### config.mk
export PLATFORM = sky130hd
export DESIGN_NAME = knap_enum_search_flat
export DESIGN_NICKNAME = d
export VERILOG_FILES = /design/src/rtl/knap_enum_search_if.sv /design/src/rtl/knap_enum_search.sv /design/src/flat_wrapper.sv
export SDC_FILE = /design/constraint.sdc
export NUM_CORES = 1
export LEC_CHECK = 0
export CORE_MARGIN = 10
export CORE_UTILIZATION = 50
export DETAILED_ROUTE_END_ITERATION = 8
export HOLD_SLACK_MARGIN = 0.15
export PLACE_DENSITY = 0.78
export RECOVER_POWER = 100
export SLEW_MARGIN = 20
export SYNTH_ARGS = -nofsm -noshare
export SYNTH_HDL_FRONTEND = slang
export SYNTH_SLANG_ARGS = --single-unit
### constraint.sdc
create_clock -name clk -period 8.84 [get_ports clk]
set_input_delay 1.768 -clock clk [delete_from_list [all_inputs] [get_ports clk]]
set_output_delay 1.768 -clock clk [all_outputs]
set_load 0.1 [all_outputs]
### src/rtl/knap_enum_search_if.sv
// Bundle between the enumeration driver and the knapsack checker plus its controller.
// Handshake: start is a level request taken only at an IDLE edge; every taken start ends in exactly one done pulse unless rst intervenes.
interface knap_enum_search_if;
    logic       start;
    logic       first_only;
    logic       valid_in;
    logic [5:0] sel;
    logic       busy;
    logic       done;
    logic       found;
    logic [6:0] sol_count;
    logic [5:0] best_sel;
    logic [7:0] best_value;

    modport master (
        output start, first_only, valid_in,
        input  sel, busy, done, found, sol_count, best_sel, best_value
    );

    modport slave (
        input  start, first_only, valid_in,
        output sel, busy, done, found, sol_count, best_sel, best_value
    );
endinterface

### src/rtl/knap_enum_search.sv
// Walks all 64 item selections through a combinational feasibility checker and
// keeps the feasible count plus the highest-value (earliest on ties) selection.
module knap_enum_search #(
    parameter logic [7:0] V_A = 8'd4,
    parameter logic [7:0] V_B = 8'd8,
    parameter logic [7:0] V_C = 8'd0,
    parameter logic [7:0] V_D = 8'd20,
    parameter logic [7:0] V_E = 8'd10,
    parameter logic [7:0] V_F = 8'd12
) (
    input  logic                     clk,
    input  logic                     rst,
    knap_enum_search_if.slave        bus,
    output logic [1:0]               dbg_state_o
);

    typedef enum logic [1:0] {
        S_IDLE = 2'd0,
        S_SCAN = 2'd1,
        S_DONE = 2'd2
    } state_t;

    state_t     state_q, state_d;
    logic [5:0] idx_q, idx_d;
    logic       first_only_q, first_only_d;
    logic       found_q, found_d;
    logic [6:0] count_q, count_d;
    logic [5:0] best_sel_q, best_sel_d;
    logic [7:0] best_value_q, best_value_d;
    logic [7:0] cand_value;

    // Same 8-bit wrapping sum the checker uses.
    function automatic logic [7:0] sel_value(input logic [5:0] s);
        logic [7:0] v;
        v = 8'd0;
        if (s[0]) v = v + V_A;
        if (s[1]) v = v + V_B;
        if (s[2]) v = v + V_C;
        if (s[3]) v = v + V_D;
        if (s[4]) v = v + V_E;
        if (s[5]) v = v + V_F;
        return v;
    endfunction

    assign cand_value = sel_value(idx_q);

    always_ff @(posedge clk or posedge rst) begin
        if (rst) begin
            state_q      <= S_IDLE;
            idx_q        <= 6'd0;
            first_only_q <= 1'b0;
            found_q      <= 1'b0;
            count_q      <= 7'd0;
            best_sel_q   <= 6'd0;
            best_value_q <= 8'd0;
        end else begin
            state_q      <= state_d;
            idx_q        <= idx_d;
            first_only_q <= first_only_d;
            found_q      <= found_d;
            count_q      <= count_d;
            best_sel_q   <= best_sel_d;
            best_value_q <= best_value_d;
        end
    end

    always_comb begin
        state_d      = state_q;
        idx_d        = idx_q;
        first_only_d = first_only_q;
        found_d      = found_q;
        count_d      = count_q;
        best_sel_d   = best_sel_q;
        best_value_d = best_value_q;
        case (state_q)
            S_IDLE: begin
                if (bus.start) begin
                    state_d      = S_SCAN;
                    first_only_d = bus.first_only;
                    idx_d        = 6'd0;
                    found_d      = 1'b0;
                    count_d      = 7'd0;
                    best_sel_d   = 6'd0;
                    best_value_d = 8'd0;
                end
            end
            S_SCAN: begin
                if (bus.valid_in) begin
                    count_d = count_q + 7'd1;
                    found_d = 1'b1;
                    // Strict compare keeps the lower index on equal value.
                    if (!found_q || (cand_value > best_value_q)) begin
                        best_sel_d   = idx_q;
                        best_value_d = cand_value;
                    end
                end
                if ((idx_q == 6'd63) || (first_only_q && bus.valid_in)) begin
                    state_d = S_DONE;
                end else begin
                    idx_d = idx_q + 6'd1;
                end
            end
            S_DONE: state_d = S_IDLE;
            default: state_d = S_IDLE;
        endcase
    end

    assign bus.sel        = idx_q;
    assign bus.busy       = (state_q == S_SCAN);
    assign bus.done       = (state_q == S_DONE);
    assign bus.found      = found_q;
    assign bus.sol_count  = count_q;
    assign bus.best_sel   = best_sel_q;
    assign bus.best_value = best_value_q;
    assign dbg_state_o    = state_q;

endmodule

### src/flat_wrapper.sv
// flat-port wrapper written by rule: the top's interface ports become plain ports
module knap_enum_search_flat 
#(
    parameter logic [7:0] V_A = 8'd4,
    parameter logic [7:0] V_B = 8'd8,
    parameter logic [7:0] V_C = 8'd0,
    parameter logic [7:0] V_D = 8'd20,
    parameter logic [7:0] V_E = 8'd10,
    parameter logic [7:0] V_F = 8'd12
)
  (clk, rst, dbg_state_o, bus_start, bus_first_only, bus_valid_in, bus_sel, bus_busy, bus_done, bus_found, bus_sol_count, bus_best_sel, bus_best_value);
  knap_enum_search_if bus_i ();
  input  logic clk;
  input  logic rst;
  output logic [1:0] dbg_state_o;
  input wire logic [$bits(bus_i.start)-1:0] bus_start;
  input wire logic [$bits(bus_i.first_only)-1:0] bus_first_only;
  input wire logic [$bits(bus_i.valid_in)-1:0] bus_valid_in;
  output wire logic [$bits(bus_i.sel)-1:0] bus_sel;
  output wire logic [$bits(bus_i.busy)-1:0] bus_busy;
  output wire logic [$bits(bus_i.done)-1:0] bus_done;
  output wire logic [$bits(bus_i.found)-1:0] bus_found;
  output wire logic [$bits(bus_i.sol_count)-1:0] bus_sol_count;
  output wire logic [$bits(bus_i.best_sel)-1:0] bus_best_sel;
  output wire logic [$bits(bus_i.best_value)-1:0] bus_best_value;
  assign bus_i.start = bus_start;
  assign bus_i.first_only = bus_first_only;
  assign bus_i.valid_in = bus_valid_in;
  assign bus_sel = bus_i.sel;
  assign bus_busy = bus_i.busy;
  assign bus_done = bus_i.done;
  assign bus_found = bus_i.found;
  assign bus_sol_count = bus_i.sol_count;
  assign bus_best_sel = bus_i.best_sel;
  assign bus_best_value = bus_i.best_value;
  knap_enum_search #(.V_A(V_A), .V_B(V_B), .V_C(V_C), .V_D(V_D), .V_E(V_E), .V_F(V_F)) u_core (.clk(clk), .rst(rst), .bus(bus_i), .dbg_state_o(dbg_state_o));
endmodule
==> reports/results.tsv, run 1 <==
stage	metric	value	unit
run_status	outcome	completed	
critical_path	R2R depth	11	
clocking	CTS H-tree depth	2	
floorplanning	Chip Height	79.4	um
detailed_routing	Vias	1428	
cells_and_area	commonest non-fill, non-tap cell in the layout	dlygate4sd3_1	
logic_synthesis	sequential share of the synthesized area	41.2	%
critical_path	worst path arrival time	2480	ps
global_routing	vias in the first global route	1516	
placed_design	DP Wirelength	2.84	mm
pwr	Comb pwr share	64.2	%
cells_and_area	Antenna Cells	0	
detailed_routing	First-pass DRT Iterations	4	
detailed_routing	# DRC	0	
critical_path	critical path startpoint	u_core.dbg_state_o[1]	
timing	Final Critical Period	4250	ps
critical_path	Worst path slowest cell	dlygate4sd3_1	
logic_synthesis	Post-Syn Area	1760	um^2
pwr	switching power	0.453	mW
cells_and_area	Seq. cell area	726	um^2
critical_path	worst path cell trace	nand2b_1, inv_2, dlygate4sd3_1	
global_routing	largest net degree at the start of global routing	30	
pwr	clock share of power	10.3	%
pwr	switching part of the total	58.1	%
floorplanning	# rows	21	
timing	Final period util	48.1	%
logic_synthesis	largest family of logic cells by synthesized area	simple AND/OR/NAND/NOR gates	
detailed_routing	Total Wirelength	3.80	mm
cells_and_area	post-layout util	64.7	%
detailed_routing	initial DRC count	65	
logic_synthesis	fraction of registers with async set/reset	100	%
cells_and_area	Non-Filler Instances	269	
timing	RSZ-0062 raised after global routing	no	
critical_path	reg2reg start	u_core.bus.sel[0]	
critical_path	delay-heaviest family, CP	buffers and inverters	
critical_path	flop-to-flop setup slack	5000	ps
cells_and_area	fill count	314	
cells_and_area	multi-input logic area	930	um^2
pwr	leakage power figure	1.04	nW
timing	Post-Route Setup TNS	0	ps
critical_path	CP max FO	17	
detailed_routing	DRT antenna net count	0	
critical_path	CP peak stage delay	1260	ps
placed_design	Port Buf Inserts	35	
pwr	Cell Pwr Density	359	nW/um^2
floorplanning	DIE AREA	6300	um^2
critical_path	critical path type	reg -> out	
clocking	maximum clock path buffer count	2	
logic_synthesis	compound-cell area share of the yosys netlist	13.1	%
clocking	Clock Root Buffer	clkbuf_4	
clocking	Worst-Skew Late Latency	320	ps
timing	final clock skew	5.21	ps
floorplanning	Starting Density	52.4	%
placed_design	GP Congestion	0.775	
cells_and_area	fin nets	239	
cells_and_area	Layout Area Growth over Synthesis	23.4	%
timing	final hold slack	487	ps
logic_synthesis	mux share of post-synthesis cell area	7.59	%
critical_path	Setup crit end kind	output port	
critical_path	CP Buf/Inv Count	2	
detailed_routing	vias per cell	5.31	
timing	worst slew pin tran	1070	ps
timing	Fin. Hold Viols	0	
timing	Final setup viols	0	
timing	fmax	235	MHz
floorplanning	die width	79.4	um
clocking	Clock Pin Slew Worst Setup and Hold Paths	80	ps
clocking	post-cts sizing count	0	
hold_path	Hold WC Path Type	reg -> reg	
logic_synthesis	EDFF count, synth	0	
logic_synthesis	post-synthesis xor/xnor area fraction	6.39	%
timing	Slew Viols, Final	0	
pwr	Internal	0.327	mW
pwr	Max rail drop VDD	0.256	mV
floorplanning	I/O Pins	37	
global_routing	gr usage total	13.1	%
critical_path	worst path required time	7070	ps
global_routing	gr ovfl total	0	
logic_synthesis	Post-Synth Adder-Cell Area	7.81	%
cells_and_area	commonest cells after routing, fill and taps aside	34 x dlygate4sd3_1, 30 x nand2_1, 29 x dfrtp_1, 14 x inv_1	
hold_path	Hold Path Stages	2	
critical_path	Startpoint Class	flip-flop	
job	max cap viols	0	
floorplanning	Core Footprint	3360	um^2
placed_design	dpl cells	262	
logic_synthesis	Primary FF master, synth	dfrtp_1	
logic_synthesis	FF+latch count, synth	29	
clocking	Num CTS Buffers	5	
cells_and_area	fraction of layout cells with a size suffix above 1	4.93	%
logic_synthesis	simple-gate area share of the yosys netlist	17.4	%
critical_path	Worst path depth	3	
logic_synthesis	Distinct cells, synth	43	
global_routing	first-pass GRT wire length	6.67	mm
timing	relative slew slack	28.4	%
logic_synthesis	Synth Area per Inst	9.28	um^2
critical_path	RR Endpoint	u_core.bus.best_value[4]	
clocking	CTS tree	done	
logic_synthesis	Cells after Synth	190	
clocking	TritonCTS Sinks	29	
clocking	Setup Buffers After CTS	0	
global_routing	initial antenna violation count	0	
pwr	Seq pwr share	25.5	%
logic_synthesis	Ys Warns	0	
detailed_routing	routed len/inst	14.1	um
clocking	CTS Hold Bufs	0	
critical_path	Setup crit end	bus_busy	
pwr	Power Total	0.781	mW
## state kept, by name (all words and copies together), names as in the netlist
name	flops
u_core.bus.sel	6
u_core.bus.best_value	6
u_core.bus.sol_count	7
u_core.bus.best_sel	6
u_core.bus.found	1
u_core.dbg_state_o	2
u_core.first_only_q	1
## cells by family after synthesis
group,Yosys count
other cells,1
mux,13
flops,29
compound gates,33
buf+inv,25
xor+xnor,12
fa+ha+maj,11
simple gates,66
## worst min-delay path by stage
| stage | start | end |
|---|---|---|
| after floorplan | u_core.first_only_q | u_core.first_only_q |
| after global placement | u_core.first_only_q | u_core.first_only_q |
| after detailed placement | u_core.first_only_q | u_core.first_only_q |
| after CTS | u_core.first_only_q | u_core.first_only_q |
| after global routing | u_core.first_only_q | u_core.first_only_q |
| final | u_core.first_only_q | u_core.first_only_q |
## layout make-up
class	count	area share, %
Sequential cell	29	33.4
Timing Repair Buffer	35	16.1
Multi-Input combinational cell	137	42.8
Tap cell	46	2.65
Clock buffer	7	2.53
Inverter	15	2.59
## tightest hold or removal path, cell delays in order, from the launching register on
cell     delay (ps)
dfrtp_1         350
nand2_1          50
nand2_1          60
## metrics by stage
step	area (um^2)	worst slack (ps)
floorplan	1770	4680
global placement	2120	5040
detailed placement	2120	5010
CTS	2170	4640
global route	2170	4490
finish	2170	4590
## power groups by stage
stage	logic, mW	clock network [mW]	registers [mW]
after floorplan	0.219	0	0.393
final	0.501	0.0806	0.199
after CTS	0.517	0.0830	0.200
after global routing	0.538	0.0890	0.206
after global placement	0.511	0	0.201
after detailed placement	0.515	0	0.203
## synthesized netlist by cell type, drive strengths merged (2+ instances only)
cell / number / area share, %
o221ai: 2 / 0.99
nand2: 30 / 6.4
o211ai: 2 / 1.1
buf: 8 / 2.7
a21oi: 6 / 1.7
dfrtp: 29 / 41
nor2b: 3 / 1.1
xor2: 5 / 2.5
nand2b: 2 / 0.71
o31ai: 3 / 1.3
mux2: 3 / 1.9
o21ai: 7 / 2.0
nor2: 11 / 2.3
a21o: 3 / 1.3
nand4: 3 / 1.1
inv: 15 / 3.2
and3: 2 / 0.71
and2: 2 / 0.71
ha: 11 / 7.8
mux2i: 10 / 5.7
nand3: 8 / 2.3
a211oi: 3 / 1.6
xnor2: 7 / 3.9
clkbuf: 2 / 0.43
## layer usage
layer  part of all wire, %  track usage, %  wire, um  up-vias
li1                      -               -         -      721
met1                    43            13.7      1630      660
met2                    48            22.3      1820       42
met3                   7.6            5.86       291        5
met4                   1.8            5.91        67        0
met5                     0               0         0        -
(Power assumes the default switching activity.)
==> run 2: changes to the inputs <==
CORE_UTILIZATION = 46   (was 50)
PLACE_DENSITY = 0.76   (was 0.78)
clock period = 3.6 ns   (was 8.84 ns; I/O delays follow)
==> reports/results.tsv, run 2 (synthesis gave the netlist of run 1 again) <==
stage	metric	value	unit	change
floorplanning	Starting Density	47.8	%	-4.6 points
pwr	Max rail drop VDD	0.484	mV	+89%
detailed_routing	Vias	1450		+1.5%
timing	final hold slack	479	ps	-8.51 ps
timing	slack of the critical path	274	ps	-4320 ps
placed_design	GP Congestion	0.822		+6.2%
floorplanning	DIE AREA	6710	um^2	+6.5%
floorplanning	die width	81.9	um	+3.2%
timing	final clock skew	2.77	ps	-2.45 ps
floorplanning	Chip Height	81.9	um	+3.2%
critical_path	worst path required time	3810	ps	-3260 ps
timing	fmax	301	MHz	
clocking	Setup Buffers After CTS	0		unchanged
pwr	Cell Pwr Density	916	nW/um^2	+160%
pwr	leakage power figure	1.03	nW	-1.4%
pwr	Power Total	2.00	mW	+160%
cells_and_area	max reg flops	7		unchanged
clocking	Clock Root Buffer	clkbuf_8		
detailed_routing	# DRC	0		unchanged
critical_path	Setup crit end kind	flip-flop		
critical_path	critical path type	reg -> reg		
timing	Final Critical Period	3330	ps	
cells_and_area	fraction of layout cells with a size suffix above 1	7.02	%	+2.1 points
clocking	Num CTS Buffers	5		unchanged
clocking	maximum clock path buffer count	2		unchanged
cells_and_area	Finished Cell Area	2180	um^2	+0.46%
detailed_routing	initial DRC count	71		+9.2%
clocking	CTS tree	done		
critical_path	worst path arrival time	3530	ps	+1050 ps
timing	Final period util	92.4	%	
global_routing	vias in the first global route	1388		-8.4%
placed_design	Port Buf Inserts	35		unchanged
global_routing	initial antenna violation count	0		unchanged
clocking	post-cts sizing count	0		unchanged
critical_path	Startpoint Class	flip-flop		
clocking	CTS Hold Bufs	0		unchanged
timing	Post-Route Setup TNS	0	ps	unchanged
clocking	CTS H-tree depth	2		unchanged
timing	relative slew slack	22.4	%	-6.0 points
timing	RSZ-0062 raised after global routing	no		
detailed_routing	First-pass DRT Iterations	4		unchanged
global_routing	first-pass GRT wire length	6.58	mm	-1.5%
timing	worst slew pin tran	1170	ps	+95.9 ps
global_routing	gr ovfl total	0		unchanged
global_routing	gr usage total	12.6	%	-0.49 points
cells_and_area	Layout Area Growth over Synthesis	23.9	%	
cells_and_area	commonest cells after routing, fill and taps aside	30 x nand2_1, 27 x dlygate4sd3_1, 27 x dfrtp_1, 14 x inv_1		
placed_design	DP Wirelength	3.09	mm	+8.9%
detailed_routing	DRT antenna net count	0		unchanged
cells_and_area	Non-Filler Instances	276		+2.6%
global_routing	largest net degree at the start of global routing	18		-40%
placed_design	setup slack at placement	265	ps	-4750 ps
cells_and_area	fill count	353		+12%
placed_design	Cell Area, Placed	2140	um^2	+0.83%
detailed_routing	vias per cell	5.25		-1.0%
timing	Fin. Hold Viols	0		unchanged
job	max cap viols	0		unchanged
floorplanning	I/O Pins	37		unchanged
cells_and_area	post-layout util	59.2	%	-5.4 points
floorplanning	# rows	22		+4.8%
cells_and_area	commonest non-fill, non-tap cell in the layout	nand2_1		
placed_design	dpl cells	268		+2.3%
hold_path	Hold WC Path Type	reg -> reg		
critical_path	CP max FO	10		-7
timing	Slew Viols, Final	0		unchanged
timing	Final setup viols	0		unchanged
detailed_routing	routed len/inst	14.7	um	+3.8%
cells_and_area	Antenna Cells	0		unchanged
clocking	Worst-Skew Late Latency	290	ps	-30 ps
clocking	Clock Pin Slew Worst Setup and Hold Paths	60	ps	-20 ps
clocking	TritonCTS Sinks	29		unchanged
cells_and_area	fin nets	243		+1.7%
floorplanning	Core Footprint	3690	um^2	+9.7%
run_status	outcome	completed		
detailed_routing	Total Wirelength	4.05	mm	+6.5%
==> run 2: path summary, 6_finish.rpt <==
kind,to,start,slack [ps],cells after the start
max,u_core.bus.best_value[6],u_core.bus.sel[0],270,12
min in group asynchronous,u_core.bus.best_value[7],rst,930,2
max in group asynchronous,u_core.dbg_state_o[1],rst,1550,3
max reg2reg,u_core.bus.best_value[6],u_core.bus.sel[0],270,12
min reg2reg,u_core.bus.sol_count[6],u_core.bus.sol_count[6],480,1
min,u_core.bus.sol_count[6],u_core.bus.sol_count[6],480,1
==> run 2: layer usage <==
metal | global-route usage [%] | vias to the layer above | routed length (um)
met2 | 19.8 | 37 | 1860
met4 | 8.16 | 0 | 116
met3 | 2.95 | 8 | 216
met1 | 15.2 | 682 | 1850
li1 | - | 723 | -
met5 | 0 | - | 0
==> run 2: power by group <==
part           internal [mW]  leakage, nW  switching (mW)  total (mW)
Clock                  0.137       0.0395           0.119       0.256
Sequential             0.404        0.387          0.0849       0.489
Combinational          0.315        0.602           0.941        1.26
==> run 2: worst max-delay path, cell delays in order (launching register included) <==
cell and delay, ps:
dfrtp_2 470, ha_1 370, mux2_2 320, ha_1 310, o31ai_1 290, a211oi_2 70
xnor2_1 170, ha_1 310, nand4_1 120, o221ai_1 200, a21o_1 220, clkbuf_2 200
mux2i_1 200
==> run 2: final cells by class <==
type	instances	area (um^2)	area share, %
well taps	48	60.1	2.75
flip-flops and latches	29	728	33.3
inverters	15	56.3	2.58
repair buffers	39	330	15.1
multi-input cells	137	930	42.6
clock buffers	8	80.1	3.67
==> run 3: changes to the inputs <==
CORE_ASPECT_RATIO = 0.6   (was not set)
PLACE_DENSITY = 0.81   (was 0.76)
==> reports/results.tsv, run 3 (synthesis gave the netlist of run 1 again) <==
stage	metric	value	unit	change
global_routing	gr usage total	13.6	%	+0.92 points
global_routing	initial antenna violation count	0		unchanged
detailed_routing	highest metal used	met4		
detailed_routing	M1 WL	2.00	mm	+8.1%
timing	Final Critical Period	3330	ps	+4.69 ps
clocking	Clock Root Buffer	clkbuf_8		
cells_and_area	fraction of layout cells with a size suffix above 1	9.17	%	+2.2 points
cells_and_area	Antenna Cells	0		unchanged
global_routing	gr ovfl total	0		unchanged
critical_path	CP max FO	9		-1
detailed_routing	met3 WL	432	um	+100%
critical_path	worst path required time	3800	ps	about the same
clocking	TritonCTS Sinks	29		unchanged
global_routing	vias in the first global route	1508		+8.6%
run_status	failing checks	capacitance limit, slew limit		
timing	Post-Route Setup TNS	0	ps	unchanged
cells_and_area	max reg flops	7		unchanged
timing	final clock skew	6.21	ps	+3.45 ps
pwr	Cell Pwr Density	923	nW/um^2	+0.74%
global_routing	first-pass GRT wire length	7.35	mm	+12%
timing	RSZ-0062 raised after global routing	no		
clocking	CTS tree	done		
clocking	Num CTS Buffers	5		unchanged
floorplanning	I/O Pins	37		unchanged
detailed_routing	initial DRC count	44		-38%
floorplanning	die width	99.9	um	+22%
cells_and_area	Layout Area Growth over Synthesis	25.3	%	
floorplanning	Starting Density	47.9	%	+0.11 points
timing	Final period util	92.5	%	+0.13 points
hold_path	Hold WC Path Type	reg -> reg		
run_status	outcome	finished with violations		
clocking	Worst-Skew Late Latency	280	ps	about the same
placed_design	DP Wirelength	3.14	mm	+1.6%
detailed_routing	# DRC	0		unchanged
cells_and_area	commonest non-fill, non-tap cell in the layout	nand2_1		
critical_path	critical path type	reg -> reg		
clocking	CTS Hold Bufs	0		unchanged
cells_and_area	Non-Filler Instances	276		unchanged
detailed_routing	Total Wirelength	4.31	mm	+6.3%
global_routing	largest net degree at the start of global routing	30		+12
clocking	maximum clock path buffer count	2		unchanged
detailed_routing	First-pass DRT Iterations	4		unchanged
detailed_routing	DRT antenna net count	0		unchanged
timing	final hold slack	478	ps	-0.449 ps
placed_design	dpl cells	267		-0.37%
detailed_routing	vias per cell	5.38		+2.3%
placed_design	Port Buf Inserts	35		unchanged
detailed_routing	WL met2	1.81	mm	-2.8%
timing	Fin. Hold Viols	0		unchanged
detailed_routing	Vias	1484		+2.3%
clocking	Clock Pin Slew Worst Setup and Hold Paths	60	ps	about the same
critical_path	worst path arrival time	3530	ps	about the same
critical_path	Startpoint Class	flip-flop		
cells_and_area	commonest cells after routing, fill and taps aside	30 x nand2_1, 28 x dlygate4sd3_1, 27 x dfrtp_1, 15 x inv_1, 11 x nor2_1		
timing	worst slew pin tran	1570	ps	+399 ps
pwr	Max rail drop VDD	0.682	mV	+41%
floorplanning	Core Footprint	3680	um^2	-0.24%
floorplanning	DIE AREA	6790	um^2	+1.2%
detailed_routing	routed len/inst	15.6	um	+6.3%
placed_design	GP Congestion	0.831		+1.0%
timing	Final setup viols	0		unchanged
clocking	CTS H-tree depth	2		unchanged
floorplanning	# rows	17		-23%
cells_and_area	fin nets	244		+0.41%
floorplanning	Chip Height	68.0	um	-17%
pwr	leakage power figure	1.05	nW	+1.8%
critical_path	Setup crit end kind	flip-flop		
timing	relative slew slack	-4.57	%	-27 points
timing	Slew Viols, Final	30		+30
cells_and_area	fill count	343		-2.8%
job	max cap viols	1		+1
pwr	Power Total	2.04	mW	+1.9%
timing	fmax	300	MHz	-0.14%
## run 3: cell types whose count changed in the layout (fill, tap and decap cells not counted), sizes merged
cell         change
clkbuf           -5
buf              +3
clkinv           +2
dlygate4sd3      +1
## run 3: what timing repair did
action / in CTS / in global routing
buffers inserted: 0 / 1
endpoints found under the setup margin: 0 / 8
resized for setup: 0 / 3
## run 3: where the power goes
group | total (mW) | switching (mW) | leakage [nW] | internal (mW)
clock | 0.259 | 0.125 | 0.0450 | 0.134
sequential | 0.480 | 0.0759 | 0.387 | 0.404
combinational | 1.30 | 0.960 | 0.614 | 0.340
total | 2.04 | 1.16 | 1.05 | 0.878
## run 3: critical path, cell delays in order (launching register included)
cell and delay (ps):
dfrtp_2 470, ha_2 320, mux2_2 310, ha_1 330
o31ai_1 320, a211oi_2 70, xnor2_1 160, ha_1 310
nand4_1 130, o221ai_1 210, a21o_2 230, buf_4 200
mux2i_1 200
## run 3: final timing paths
path / from / end / slack (ps) / depth (start not counted)
setup / recovery: u_core.bus.sel[1] / u_core.bus.best_sel[1] / 270 / 12
hold / removal: u_core.bus.sol_count[6] / u_core.bus.sol_count[6] / 480 / 1
setup reg to reg: u_core.bus.sel[1] / u_core.bus.best_sel[1] / 270 / 12
hold reg to reg: u_core.bus.sol_count[6] / u_core.bus.sol_count[6] / 480 / 1
max in group asynchronous: rst / u_core.bus.sel[1] / 1160 / 3
min in group asynchronous: rst / u_core.bus.sol_count[0] / 1420 / 3
## run 3: layout make-up
cell class	count	area, um^2	area share (%)
multi-input cells	137	933	42.2
clock inverters	2	10.0	0.453
clock buffers	6	72.6	3.28
inverters	15	56.3	2.55
flip-flops and latches	29	728	33.0
well taps	47	58.8	2.66
repair buffers	40	350	15.9
## run 3: per-layer routing
metal / global-route usage, % / up-vias
li1: - / 727
met1: 17.7 / 705
met2: 19.0 / 45
met3: 6.33 / 7
met4: 5.34 / 0
met5: 0 / -
## run 3: metrics by stage
step	worst slack, ps	util (%)	instance area (um^2)
5_1_grt	34.5	60.0	2210
6_report	269	60.0	2210
2_1_floorplan	150	-	1770
3_5_place_dp	145	58.1	2140
4_1_cts	105	60.4	2220
3_3_place_gp	296	58.1	2140
